==> src/rtl/ines_loader_if.sv <==
`default_nettype none
// ============================================================================
// Module      : ines_loader_if
// Description : Byte-stream input handshake plus ROM write bus of the iNES loader.
// Revision    : 1.0 - initial release
// ============================================================================
interface ines_loader_if #(
    parameter int ADDR_W = 17
) ();
    logic [7:0]        in_data;
    logic              in_valid;
    logic              in_ready;
    logic              prg_we;
    logic              chr_we;
    logic [ADDR_W-1:0] wr_addr;
    logic [7:0]        wr_data;

    modport master (
        output in_data, in_valid,
        input  in_ready, prg_we, chr_we, wr_addr, wr_data
    );

    modport slave (
        input  in_data, in_valid,
        output in_ready, prg_we, chr_we, wr_addr, wr_data
    );
endinterface
`default_nettype wire

==> src/rtl/ines_loader.sv <==
`default_nettype none
// ============================================================================
// Module      : ines_loader
// Description : Parses an iNES image stream, writes PRG/CHR ROM and holds the
//               cartridge in reset until loaded. INES_TRAINER_EN enables the
//               512-byte trainer skip (otherwise a trainer image is an error).
// Revision    : 1.0 - initial release
// ============================================================================
module ines_loader #(
    parameter int PRG_ROM_DEPTH = 17,
    parameter int CHR_ROM_DEPTH = 15,
    parameter int PRG_RAM_DEPTH = 13
) (
    input  logic                     clk_cpu,
    input  logic                     rst,
    input  logic                     start,
    ines_loader_if.slave             bus,
    output logic                     mirrorv,
    output logic                     prg_ram,
    output logic                     chr_ram,
    output logic [7:0]               mapper_num,
    output logic [PRG_ROM_DEPTH-1:0] prg_mask,
    output logic [CHR_ROM_DEPTH-1:0] chr_mask,
    output logic [PRG_RAM_DEPTH-1:0] prgram_mask,
    output logic                     cart_rst,
    output logic                     done,
    output logic                     error
);

    localparam int          c_addr_w        = (PRG_ROM_DEPTH > CHR_ROM_DEPTH) ? PRG_ROM_DEPTH : CHR_ROM_DEPTH;
    localparam logic [31:0] c_magic         = 32'h1A53_454E;
    localparam logic [31:0] c_prg_max_units = 32'd1 << (PRG_ROM_DEPTH - 14);
    localparam logic [31:0] c_chr_max_units = 32'd1 << (CHR_ROM_DEPTH - 13);
`ifdef INES_TRAINER_EN
    localparam logic [c_addr_w-1:0] c_trn_last = c_addr_w'(511);
`endif

    typedef enum logic [2:0] {
        S_IDLE = 3'd0,
        S_HDR  = 3'd1,
`ifdef INES_TRAINER_EN
        S_TRN  = 3'd2,
`endif
        S_PRG  = 3'd3,
        S_CHR  = 3'd4,
        S_DONE = 3'd5,
        S_ERR  = 3'd6
    } state_t;

    // Upper mask bits: next power of two of the unit count, minus one.
    function automatic logic [7:0] f_mask_hi(input logic [7:0] units);
        logic [7:0] v;
        v = (units == 8'd0) ? 8'd0 : units - 8'd1;
        v = v | (v >> 1);
        v = v | (v >> 2);
        v = v | (v >> 4);
        return v;
    endfunction

    state_t                   r_state;
    state_t                   w_state_nxt;
    logic [3:0]               r_hdr_idx;
    logic [c_addr_w-1:0]      r_cnt;
    logic [7:0]               r_prg_units;
    logic [7:0]               r_chr_units;
    logic                     r_mirrorv;
    logic                     r_prg_ram;
    logic                     r_trainer;
    logic                     r_chr_ram;
    logic [3:0]               r_mapper_lo;
    logic [3:0]               r_mapper_hi;
    logic [PRG_ROM_DEPTH-1:0] r_prg_mask;
    logic [CHR_ROM_DEPTH-1:0] r_chr_mask;
    logic                     r_prg_we;
    logic                     r_chr_we;
    logic [c_addr_w-1:0]      r_wr_addr;
    logic [7:0]               r_wr_data;
    logic                     r_done;

    logic                     w_in_ready;
    logic                     w_accept;
    logic                     w_cnt_last;
    logic                     w_size_bad;
    logic [7:0]               w_magic_byte;
    logic [c_addr_w-1:0]      w_prg_last;
    logic [c_addr_w-1:0]      w_chr_last;

    assign w_magic_byte = c_magic[{r_hdr_idx[1:0], 3'b000} +: 8];
    assign w_prg_last   = c_addr_w'({r_prg_units - 8'd1, 14'h3FFF});
    assign w_chr_last   = c_addr_w'({r_chr_units - 8'd1, 13'h1FFF});
    assign w_size_bad   = (r_prg_units == 8'd0)
                       || ({24'd0, r_prg_units} > c_prg_max_units)
                       || ({24'd0, r_chr_units} > c_chr_max_units);

    always_comb begin
        w_state_nxt = r_state;
        w_in_ready  = 1'b0;
        w_cnt_last  = 1'b0;
        case (r_state)
            S_HDR: w_in_ready = 1'b1;
`ifdef INES_TRAINER_EN
            S_TRN: begin
                w_in_ready = 1'b1;
                w_cnt_last = (r_cnt == c_trn_last);
            end
`endif
            S_PRG: begin
                w_in_ready = 1'b1;
                w_cnt_last = (r_cnt == w_prg_last);
            end
            S_CHR: begin
                w_in_ready = 1'b1;
                w_cnt_last = (r_cnt == w_chr_last);
            end
            default: ;
        endcase

        w_accept = bus.in_valid && w_in_ready && !start;

        if (w_accept) begin
            case (r_state)
                S_HDR: begin
                    if (r_hdr_idx < 4'd4 && bus.in_data != w_magic_byte) begin
                        w_state_nxt = S_ERR;
                    end else if (r_hdr_idx == 4'd15) begin
                        if (w_size_bad) begin
                            w_state_nxt = S_ERR;
                        end else if (r_trainer) begin
`ifdef INES_TRAINER_EN
                            w_state_nxt = S_TRN;
`else
                            w_state_nxt = S_ERR;
`endif
                        end else begin
                            w_state_nxt = S_PRG;
                        end
                    end
                end
`ifdef INES_TRAINER_EN
                S_TRN: if (w_cnt_last) w_state_nxt = S_PRG;
`endif
                S_PRG: if (w_cnt_last) w_state_nxt = (r_chr_units != 8'd0) ? S_CHR : S_DONE;
                S_CHR: if (w_cnt_last) w_state_nxt = S_DONE;
                default: ;
            endcase
        end

        if (start) begin
            w_state_nxt = S_HDR;
        end
    end

    always_ff @(posedge clk_cpu or posedge rst) begin
        if (rst) begin
            r_state     <= S_IDLE;
            r_hdr_idx   <= 4'd0;
            r_cnt       <= '0;
            r_prg_units <= 8'd0;
            r_chr_units <= 8'd0;
            r_mirrorv   <= 1'b0;
            r_prg_ram   <= 1'b0;
            r_trainer   <= 1'b0;
            r_chr_ram   <= 1'b0;
            r_mapper_lo <= 4'd0;
            r_mapper_hi <= 4'd0;
            r_prg_mask  <= '0;
            r_chr_mask  <= '0;
            r_prg_we    <= 1'b0;
            r_chr_we    <= 1'b0;
            r_wr_addr   <= '0;
            r_wr_data   <= 8'd0;
            r_done      <= 1'b0;
        end else begin
            r_state  <= w_state_nxt;
            // done trails the final write strobe by one cycle
            r_done   <= (r_state == S_DONE) && !start;
            r_prg_we <= w_accept && (r_state == S_PRG);
            r_chr_we <= w_accept && (r_state == S_CHR);
            if (w_accept && (r_state == S_PRG || r_state == S_CHR)) begin
                r_wr_addr <= r_cnt;
                r_wr_data <= bus.in_data;
            end
            if (start) begin
                r_hdr_idx <= 4'd0;
                r_cnt     <= '0;
            end else if (w_accept) begin
                if (r_state == S_HDR) begin
                    r_hdr_idx <= r_hdr_idx + 4'd1;
                    case (r_hdr_idx)
                        4'd4: begin
                            r_prg_units <= bus.in_data;
                            r_prg_mask  <= (PRG_ROM_DEPTH'(f_mask_hi(bus.in_data)) << 14)
                                         | PRG_ROM_DEPTH'(14'h3FFF);
                        end
                        4'd5: begin
                            r_chr_units <= bus.in_data;
                            r_chr_ram   <= (bus.in_data == 8'd0);
                            r_chr_mask  <= (CHR_ROM_DEPTH'(f_mask_hi(bus.in_data)) << 13)
                                         | CHR_ROM_DEPTH'(13'h1FFF);
                        end
                        4'd6: begin
                            r_mirrorv   <= bus.in_data[0];
                            r_prg_ram   <= bus.in_data[1];
                            r_trainer   <= bus.in_data[2];
                            r_mapper_lo <= bus.in_data[7:4];
                        end
                        4'd7: r_mapper_hi <= bus.in_data[7:4];
                        default: ;
                    endcase
                end else begin
                    r_cnt <= w_cnt_last ? '0 : r_cnt + 1'b1;
                end
            end
        end
    end

    assign bus.in_ready = w_in_ready;
    assign bus.prg_we   = r_prg_we;
    assign bus.chr_we   = r_chr_we;
    assign bus.wr_addr  = r_wr_addr;
    assign bus.wr_data  = r_wr_data;
    assign mirrorv      = r_mirrorv;
    assign prg_ram      = r_prg_ram;
    assign chr_ram      = r_chr_ram;
    assign mapper_num   = {r_mapper_hi, r_mapper_lo};
    assign prg_mask     = r_prg_mask;
    assign chr_mask     = r_chr_mask;
    assign prgram_mask  = '1;
    assign cart_rst     = !r_done || start;
    assign done         = r_done;
    assign error        = (r_state == S_ERR);

endmodule
`default_nettype wire
==> src/flat_wrapper.sv <==
// flat-port wrapper written by rule: the top's interface ports become plain ports
module ines_loader_flat 
#(
    parameter int PRG_ROM_DEPTH = 17,
    parameter int CHR_ROM_DEPTH = 15,
    parameter int PRG_RAM_DEPTH = 13
)
  (clk_cpu, rst, start, mirrorv, prg_ram, chr_ram, mapper_num, prg_mask, chr_mask, prgram_mask, cart_rst, done, error, bus_in_data, bus_in_valid, bus_in_ready, bus_prg_we, bus_chr_we, bus_wr_addr, bus_wr_data);
  ines_loader_if bus_i ();
  input  logic clk_cpu;
  input  logic rst;
  input  logic start;
  output logic mirrorv;
  output logic prg_ram;
  output logic chr_ram;
  output logic [7:0] mapper_num;
  output logic [PRG_ROM_DEPTH-1:0] prg_mask;
  output logic [CHR_ROM_DEPTH-1:0] chr_mask;
  output logic [PRG_RAM_DEPTH-1:0] prgram_mask;
  output logic cart_rst;
  output logic done;
  output logic error;
  input wire logic [$bits(bus_i.in_data)-1:0] bus_in_data;
  input wire logic [$bits(bus_i.in_valid)-1:0] bus_in_valid;
  output wire logic [$bits(bus_i.in_ready)-1:0] bus_in_ready;
  output wire logic [$bits(bus_i.prg_we)-1:0] bus_prg_we;
  output wire logic [$bits(bus_i.chr_we)-1:0] bus_chr_we;
  output wire logic [$bits(bus_i.wr_addr)-1:0] bus_wr_addr;
  output wire logic [$bits(bus_i.wr_data)-1:0] bus_wr_data;
  assign bus_i.in_data = bus_in_data;
  assign bus_i.in_valid = bus_in_valid;
  assign bus_in_ready = bus_i.in_ready;
  assign bus_prg_we = bus_i.prg_we;
  assign bus_chr_we = bus_i.chr_we;
  assign bus_wr_addr = bus_i.wr_addr;
  assign bus_wr_data = bus_i.wr_data;
  ines_loader #(.PRG_ROM_DEPTH(PRG_ROM_DEPTH), .CHR_ROM_DEPTH(CHR_ROM_DEPTH), .PRG_RAM_DEPTH(PRG_RAM_DEPTH)) u_core (.clk_cpu(clk_cpu), .rst(rst), .start(start), .bus(bus_i), .mirrorv(mirrorv), .prg_ram(prg_ram), .chr_ram(chr_ram), .mapper_num(mapper_num), .prg_mask(prg_mask), .chr_mask(chr_mask), .prgram_mask(prgram_mask), .cart_rst(cart_rst), .done(done), .error(error));
endmodule
==> config.mk <==
export PLATFORM = sky130hd
export DESIGN_NAME = ines_loader_flat
export DESIGN_NICKNAME = d
export VERILOG_FILES = /design/src/rtl/ines_loader_if.sv /design/src/rtl/ines_loader.sv /design/src/flat_wrapper.sv
export SDC_FILE = /design/constraint.sdc
export NUM_CORES = 1
export LEC_CHECK = 0
export ABC_CLOCK_PERIOD_IN_PS = 3050
export BUFFER_PORTS_ARGS = -buffer_cell sky130_fd_sc_hd__buf_2
export CORE_MARGIN = 4
export CORE_UTILIZATION = 50
export CTS_CLUSTER_DIAMETER = 60
export DETAILED_ROUTE_END_ITERATION = 7
export PLACE_DENSITY_LB_ADDON = 0.2
export RECOVER_POWER = 25
export SETUP_SLACK_MARGIN = 0.3
export SYNTH_ARGS = -nofsm -noshare
export SYNTH_HDL_FRONTEND = slang
export SYNTH_SLANG_ARGS = --single-unit
export TNS_END_PERCENT = 50
==> constraint.sdc <==
create_clock -name clk_cpu -period 3.05 [get_ports clk_cpu]
set_input_delay 0.4575 -clock clk_cpu [delete_from_list [all_inputs] [get_ports clk_cpu]]
set_output_delay 0.4575 -clock clk_cpu [all_outputs]
set_load 0.02 [all_outputs]
## After elaboration in Yosys (flattened, before gate mapping)

Index checks and enable logic that the tools add are counted.

| storage, ports and cells | value |
|---|---|
| input port bits | 12 |
| flip-flop bits (word level) | 112 |

| cells by class | value |
|---|---|
| reduce and logical (&&, ||, !) cells | 27 |
| mux-type cells | 20 |
| add/sub/neg operators | 5 |
| bitwise operators | 4 |
| order comparisons | 3 |
| shifts and indexed selects | 1 |
| equal/unequal tests | 17 |

Operators with widths:

| operator | number |
|---|---|
| $mux 17 | 4 |
| $eq 17x17->1 | 2 |
| $shiftx 32x6->8 const A | 1 |
| $mux 3 | 8 |
| $add 17x1->17 const B | 1 |
| $eq 4x3->1 const B | 4 |
| $logic_not 8->1 | 2 |
| $reduce_and 4->1 | 4 |
| $mux 4 | 3 |
| $eq 3x3->1 const B | 3 |
| $pmux 3 s3 | 1 |
| $gt 8x3->1 const B | 1 |
| $gt 8x4->1 const B | 1 |
| $mux 8 | 1 |
| $ne 8x8->1 | 1 |
| $or 8x7->8 | 1 |
| $reduce_bool 8->1 | 1 |
| $sub 8x1->8 const B | 1 |
| $logic_and 1x1->1 | 7 |
| $or 7x6->7 | 1 |
| $ne 3x2->1 const B | 2 |
| $reduce_and 5->1 | 1 |
| $add 4x1->4 const B | 1 |
| $eq 4x4->1 const B | 1 |
| 17 further kinds | 24 |

## Longest topological paths before layout

Gate-level depths: netlist of the first run.

| logic depth | value |
|---|---|
| word-level depth | 9 |
| gate-level depth with buffers | 9 |
| mapped depth without buffers | 8 |

## Worst setup path after synthesis of the first run

No wires, ideal clock.

| timing | value |
|---|---|
| path kind | register to register |
| from | register u_core.r_state[0] |
| to | register u_core.r_state[0] |
| arrival time | 2015 ps |
| stages on the path, launching flop included | 9 |
| library setup time | 79 ps |
| buffers on the path | 2 |
| path slack | 956 ps |
| cell sequence | dfrtp_1 -> buf_6 -> or3b_1 -> clkbuf_2 -> or3_1 -> a22oi_2 -> o2111ai_2 -> a21oi_2 -> mux2i_1 |

| on the way | value |
|---|---|
| cells in the longest elaborated chain, start to end | 7 |

Ends and longest elaborated chain:

| item | RTL line | RTL |
|---|---|---|
| start, declared | ines_loader.sv:60 | `state_t r_state;` |
| start signal, assigned | ines_loader.sv:174 | `r_state <= w_state_nxt;` |
| $eq 3x1->1, or another cell as far along | ines_loader.sv:99, ines_loader.sv:121 |  |
| $reduce_or 3->1 (no line) | - |  |
| $mux 1 | ines_loader.sv:99 | `case (r_state)` |
| $logic_and 1x1->1 (2 in series) | ines_loader.sv:118 | `w_accept = bus.in_valid && w_in_ready && !start;` |
| $reduce_bool 2->1 (no line) | - |  |
| $reduce_and 5->1 (no line) | - |  |

Parallel ways exist; a longest one is shown, timed or not. The select of a mux whose other input is x is not followed.
A chain may end at the register's enable or synchronous reset.

## Final worst setup path of the first run

| timing | value |
|---|---|
| from | register u_core.r_state[0] |
| to | register u_core.r_cnt[5] |

| on the way | value |
|---|---|
| cells in the longest elaborated chain, start to end | 7 |

Ends and longest elaborated chain:

| item | RTL line | RTL |
|---|---|---|
| $eq 3x1->1, or another cell as far along | ines_loader.sv:99, ines_loader.sv:187 |  |
| $reduce_or 3->1 (no line) | - |  |
| $mux 1 | ines_loader.sv:99 |  |
| $logic_and 1x1->1 (2 in series) | ines_loader.sv:118 |  |
| $reduce_bool 2->1 (no line) | - |  |
| $reduce_and 2->1 (no line) | - |  |
| end signal, assigned | ines_loader.sv:211 | `r_cnt <= w_cnt_last ? '0 : r_cnt + 1'b1;` |
| end, declared | ines_loader.sv:63 | `logic [c_addr_w-1:0] r_cnt;` |

Parallel ways exist; a longest one is shown, timed or not. The select of a mux whose other input is x is not followed.

==> results.sh, run 1 <==
export IMPL_status="finished, violations left"
export IMPL_failed_checks="max-capacitance violations, max-slew violations"
export IMPL_yosysWarnings=0
export IMPL_setup_repair_after_global_routing_missed_its_margin="false"
export IMPL_post_dp_cell_area_um2=4620
export IMPL_groute_layer_met1_usage_pct=24.1
export IMPL_maxCapViolations=1
export IMPL_placedCellCount=546
export IMPL_worst_setup_path_type="reg -> reg"
export IMPL_top_level_ports=99
export IMPL_grt_ovfl_total=0
export IMPL_post_route_cells_drive_above_1_share_pct=34.6
export IMPL_ff_latch_area_um2=2180
export IMPL_ys_flop_type="dfrtp_1"
export IMPL_clock_tree_buffer_depth=2
export IMPL_rows=33
export IMPL_cp_max_fo=12
export IMPL_numCtsBuffers=9
export IMPL_grt_start_max_net_pins=45
export IMPL_worst_slew_pin_transition_ns=1.97
export IMPL_routed_via_count=2922
export IMPL_postRouteWirelength_mm=8.42
export IMPL_yosysTopAreaCellShare_pct=50.5
export IMPL_layout_setup_ws_ns=0.655
export IMPL_cts_setup_buffers=0
export IMPL_detail_route_iter0_violations=90
export IMPL_groute_layer_met2_usage_pct=28.3
export IMPL_floorplan_die_area_um2=10200
export IMPL_die_width_um=101
export IMPL_cts_hold_repair_buffers=0
export IMPL_synth_async_sr_flop_share_pct=100
export IMPL_place_port_buffers=85
export IMPL_n_fill_cell=716
export IMPL_fin_worst_hold_slack_ns=0.430
export IMPL_routed_len_inst_um=15.0
export IMPL_cts_root_buffer="clkbuf_8"
export IMPL_cts_num_sinks=87
export IMPL_final_net_count=472
export IMPL_first_global_vias=2904
export IMPL_global_route_wire_length_before_repair_mm=14.4
export IMPL_dpl_worst_slack_ns=0.660
export IMPL_multi_input_area_um2=1800
export IMPL_period_minus_slack_ns=2.39
export IMPL_ctsResizeCount=0
export IMPL_synthCells=387
export IMPL_netlist_top_cells_area="dfrtp_1 (50%), mux2_2 (13%), buf_4 (6.6%)"
export IMPL_global_route_usage_met3_pct=4.29
export IMPL_gpl_final_weighted_congestion=0.781
export IMPL_synth_area_um2=4310
export IMPL_synth_top_area_cell="dfrtp_1"
export IMPL_ant_nets=0
export IMPL_drv_slew=44
export IMPL_cts_clock_pin_slew_for_the_worst_setup_and_hold_paths_ns=0.08
export IMPL_critPathLaunchType="flop"
export IMPL_drcViolationCount=0
export IMPL_antenna_violations_before_repair=0
export IMPL_fin_skew_ns=0.00786
export IMPL_antenna_cells_inserted=0
export IMPL_final_setup_viols=0
export IMPL_critical_path_endpoint_type="flop"
export IMPL_initial_utilization_pct=52.0
export IMPL_tritoncts="built"
export IMPL_worst_skew_pair_late_latency_ns=0.36
export IMPL_report_final_hold_viol_count=0
export IMPL_power_leakage_nw=2.49
export IMPL_finish_cell_count_without_fillers=562
export IMPL_detailedPlacementHpwl_mm=6.11
export IMPL_htree_num_levels=3
export IMPL_die_height_um=101
export IMPL_fmax_mhz=418
export IMPL_grt_total_usage_pct=17.9
export IMPL_cp_data_required_time_ns=3.28
export IMPL_finalSetupTns_ns=0
export IMPL_worst_ep_arrival_time_ns=2.62
export IMPL_hold_path_class="in -> reg"
export IMPL_maxSlewHeadroom_pct=-32.3
export IMPL_final_design_area_no_fill_um2=4810
export IMPL_area_growth_pct=11.5
export IMPL_core_area_um2=8300
export IMPL_synth_ff_latch_count=87
export IMPL_ys_seq_area_share_pct=50.5
export IMPL_drtPass1Iterations=4
export IMPL_count_leader_synth="dfrtp_1"
export IMPL_power_density_nw_per_um2=588
export IMPL_routed_via_density=5.20
export IMPL_irDropWorstVdd_mv=0.299
export IMPL_synth_top_cells_by_count="dfrtp_1 (87), mux2_2 (48), buf_4 (38)"
export IMPL_grt_most_used_layer="met2"
export IMPL_synth_edff_count=0
export IMPL_period_share_pct=78.5
export IMPL_unique_cell_type_count_in_the_yosys_netlist=54
export IMPL_syn_avg_cell_area_um2=11.1
routing by layer:
| metal | routed length, µm | vias to the layer above |
|---|---|---|
| li1 | - | 1415 |
| met3 | 493 | 16 |
| met1 | 3790 | 1417 |
| met2 | 3970 | 74 |
| met4 | 167 | 0 |
| met5 | 0 | - |
registers in the layout (all words and copies together) (netlist names), 3 cells and up:
register,count
u_core.r_hdr_idx,4
u_core.bus.wr_data,8
u_core.prg_mask,4
u_core.bus.wr_addr,17
u_core.r_cnt,17
u_core.r_mapper_lo,4
u_core.chr_mask,3
u_core.r_state,3
u_core.r_chr_units,8
u_core.r_mapper_hi,4
u_core.r_prg_units,8
per-stage QoR:
step | utilization [%] | power, W
after floorplan | - | 0.00190
after global placement | 55.7 | 0.00205
after detailed placement | 55.7 | 0.00207
after CTS | 58.0 | 0.00286
after global routing | 58.0 | 0.00300
final | 58.0 | 0.00283
layout by cell type (no fill, tap or decap), drive strengths merged, types with 4 or more instances in the layout:
cell type and n:
nand2 37, dfrtp 87, a21oi 7, buf 88
nor3b 5, nor2 35, xnor2 11, nand3 6
inv 11, clkbuf 13, nand2b 5, o21ai 17
mux2 48, conb 13, xor2 13, ha 8
nand4 4
where the power goes:
part           total [W]  internal (W)  switching [W]
sequential       0.00135       0.00126      0.0000945
combinational   0.000686      0.000272       0.000414
clock           0.000790      0.000401       0.000389
critical path: stages (launching register included):
cell and delay [ns]:
dfrtp_1 0.49, or3b_1 0.53, or3_1 0.37, a22oi_2 0.14, o2111ai_2 0.19, o21ai_2 0.45
nor2_1 0.11
kinds of logic after synthesis:
logic type      Yosys count  synth area share [%]
flops                    87                  50.5
other cells               1                0.0869
fa+ha+maj                 8                  2.32
compound gates           38                  5.83
xor+xnor                 25                  5.39
simple gates            118                  13.8
buf+inv                  59                  8.87
mux                      51                  13.2
worst paths after layout:
path                                startpoint               endpoint  slack (ns)  cells past startpoint
max                          u_core.r_state[0]        u_core.r_cnt[5]        0.66                      6
min                             bus_in_data[1]  u_core.bus.wr_data[1]        0.43                      2
max reg2reg                  u_core.r_state[0]        u_core.r_cnt[5]        0.66                      6
min reg2reg                u_core.chr_mask[14]    u_core.chr_mask[14]        0.48                      2
max in group asynchronous                  rst  u_core.bus.wr_addr[1]        1.53                      3
min in group asynchronous                  rst    u_core.prg_mask[16]        0.60                      2
cell type report:
cell class,instances,area share (%)
flip-flops and latches,87,45.2
clock inverters,3,0.884
multi-input cells,253,37.4
repair buffers,88,9.57
clock buffers,13,3.09
inverters,13,1.04
well taps,105,2.73
(Power assumes the default switching activity.)
==> inputs of run 2 (changes only) <==
--- a/config.mk
+++ b/config.mk
@@ -5,7 +5,8 @@
 export SDC_FILE = /design/constraint.sdc
 export NUM_CORES = 1
 export LEC_CHECK = 0
-export ABC_CLOCK_PERIOD_IN_PS = 3050
+export ABC_AREA = 1
+export ABC_CLOCK_PERIOD_IN_PS = 2300
 export BUFFER_PORTS_ARGS = -buffer_cell sky130_fd_sc_hd__buf_2
 export CORE_MARGIN = 4
 export CORE_UTILIZATION = 50
==> constraint.sdc (replaced) <==
create_clock -name clk_cpu -period 2.3 [get_ports clk_cpu]
set_input_delay 0.345 -clock clk_cpu [delete_from_list [all_inputs] [get_ports clk_cpu]]
set_output_delay 0.345 -clock clk_cpu [all_outputs]
set_load 0.02 [all_outputs]
==> results.sh, run 2 <==
export IMPL_status="complete, no violations"
export IMPL_place_port_buffers=85
export IMPL_synth_edff_count=0
export IMPL_finalSetupTns_ns=0
export IMPL_floorplan_die_area_um2=10600
export IMPL_die_height_um=103
export IMPL_synth_ff_latch_count=87
export IMPL_drtPass1Iterations=4
export IMPL_maxSlewHeadroom_pct=55.3
export IMPL_grt_total_usage_pct=19.3
export IMPL_htree_num_levels=3
export IMPL_postRouteWirelength_mm=10.1
export IMPL_fin_skew_ns=0.0116
export IMPL_routed_via_count=3711
export IMPL_first_global_vias=3515
export IMPL_clock_tree_buffer_depth=2
export IMPL_ant_nets=0
export IMPL_numCtsBuffers=9
export IMPL_antenna_violations_before_repair=0
export IMPL_most_common_layout_cells="nand2_1 (145), dfrtp_1 (84), buf_2 (82)"
export IMPL_cp_data_required_time_ns=2.55
export IMPL_unique_cell_type_count_in_the_yosys_netlist=34
export IMPL_cp_max_fo=4
export IMPL_report_final_hold_viol_count=0
export IMPL_top_level_ports=99
export IMPL_cts_num_sinks=87
export IMPL_ys_flop_type="dfrtp_1"
export IMPL_ys_seq_area_share_pct=48.1
export IMPL_synth_top_area_cell="dfrtp_1"
export IMPL_worst_ep_arrival_time_ns=2.16
export IMPL_post_route_cells_drive_above_1_share_pct=24.6
export IMPL_global_route_wire_length_before_repair_mm=16.1
export IMPL_layout_setup_ws_ns=0.388
export IMPL_gpl_final_weighted_congestion=0.841
export IMPL_dpl_worst_slack_ns=0.307
export IMPL_power_leakage_nw=2.82
export IMPL_worst_setup_path_type="reg -> reg"
export IMPL_tritoncts="built"
export IMPL_synth_top_cells_by_count="nand2_1 (147), dfrtp_1 (87), inv_1 (65)"
export IMPL_netlist_top_cells_area="dfrtp_1 (48%), nand2_1 (12%), buf_4 (6.8%)"
export IMPL_core_area_um2=8760
export IMPL_power_density_nw_per_um2=852
export IMPL_rows=34
export IMPL_routed_len_inst_um=13.6
export IMPL_yosysWarnings=0
export IMPL_synth_async_sr_flop_share_pct=100
export IMPL_syn_avg_cell_area_um2=8.23
export IMPL_worst_slew_pin_transition_ns=0.667
export IMPL_routed_via_density=5.03
export IMPL_period_share_pct=83.1
export IMPL_fmax_mhz=523
export IMPL_maxCapViolations=0
export IMPL_yosysTopAreaCellShare_pct=48.1
export IMPL_setup_repair_after_global_routing_missed_its_margin="true"
export IMPL_detail_route_iter0_violations=154
export IMPL_final_net_count=645
export IMPL_hold_path_class="in -> reg"
export IMPL_final_setup_viols=0
export IMPL_antenna_cells_inserted=0
export IMPL_grt_ovfl_total=0
export IMPL_irDropWorstVdd_mv=0.303
export IMPL_drv_slew=0
export IMPL_cts_root_buffer="clkbuf_8"
export IMPL_cts_clock_pin_slew_for_the_worst_setup_and_hold_paths_ns=0.09
export IMPL_synth_area_um2=4530
export IMPL_period_minus_slack_ns=1.91
export IMPL_drcViolationCount=0
export IMPL_commonest_non_fill_non_tap_cell_in_the_layout="nand2_1"
export IMPL_grt_start_max_net_pins=49
export IMPL_initial_utilization_pct=51.6
export IMPL_critPathLaunchType="flop"
export IMPL_count_leader_synth="nand2_1"
export IMPL_post_layout_total_power_w=0.00448
export IMPL_area_growth_pct=16.0
export IMPL_detailedPlacementHpwl_mm=7.30
export IMPL_synthCells=550
export IMPL_die_width_um=103
export IMPL_worst_skew_pair_late_latency_ns=0.36
export IMPL_critical_path_endpoint_type="flop"
run 2: cell count changes after synthesis, sizes merged, moves of 7 or more:
cell / previous run / this run
nand2: 37 / 151
inv: 12 / 67
o21ai: 17 / 63
mux2: 48 / 5
nand3: 6 / 34
xnor2: 11 / 0
nand4: 4 / 11
run 2: cell type report:
cell class                 instances  area (µm²)
fill                             790        3510
sequential                        87        2180
multi-input combinational        358        1860
timing repair buffer             102         577
inverter                          67         256
tap                              108         135
clock buffer                       9         124
clock inverter                     7         120
run 2: critical path, stage by stage, from the launching register on:
cell     delay, ns
dfrtp_1       0.40
ha_1          0.18
nand2_1       0.11
nor2_2        0.15
nand2_2       0.11
nor2_4        0.13
nand3_1       0.10
nor2_1        0.11
nand3_1       0.11
nand2_2       0.13
nand3_2       0.13
nand2_1       0.10
inv_1         0.04
run 2: cells by family (layout without fill, tap and decap cells):
kind of cell / after synthesis / after routing / synth area share [%]
compound gates: 73 / 73 / 8.38
fa+ha+maj: 8 / 8 / 2.21
mux: 5 / 5 / 1.58
buf+inv: 118 / 185 / 13.5
other cells: 1 / 13 / 0.0829
flops: 87 / 87 / 48.1
simple gates: 247 / 248 / 24.0
xor+xnor: 11 / 11 / 2.13
run 2: routing by layer:
layer	track usage (%)	part of all wire [%]
met1	24.2	43
met2	33.3	52
met3	3.25	4.3
met4	6.87	1.4
met5	0	0
run 2: final timing paths:
check	from	endpoint	slack, ns	depth (start not counted)
max	u_core.r_cnt[0]	u_core.r_cnt[14]	0.39	12
min	start	u_core.done	0.25	2
max reg2reg	u_core.r_cnt[0]	u_core.r_cnt[14]	0.39	12
min reg2reg	u_core.bus.wr_addr[13]	u_core.bus.wr_addr[13]	0.49	2
max in group asynchronous	rst	u_core.r_state[1]	0.96	4
min in group asynchronous	rst	u_core.bus.wr_addr[4]	0.56	3
run 2: repair_timing:
item | CTS | global route
pin swaps | 0 | 2
endpoints found under the setup margin | 5 | 33
setup buffers | 0 | 5
gates cloned | 0 | 1
hold buffers | 1 | 0
resized for setup | 1 | 21
hold endpoints to repair | 11 | 0
run 2: power breakdown:
part	total (W)	internal (W)	switching (W)
logic	0.00130	0.000439	0.000858
clock network	0.00128	0.000725	0.000558
registers	0.00190	0.00174	0.000157
run 2: stage by stage:
stage	util, %	cells	cell area (µm²)	hold WS [ns]
final	59.9	738	5250	0.254
after global routing	59.9	738	5250	0.270
after CTS	58.7	732	5140	0.246
after detailed placement	55.7	715	4880	0.334
after global placement	55.7	715	4880	0.330
after floorplan	-	562	4570	0.416
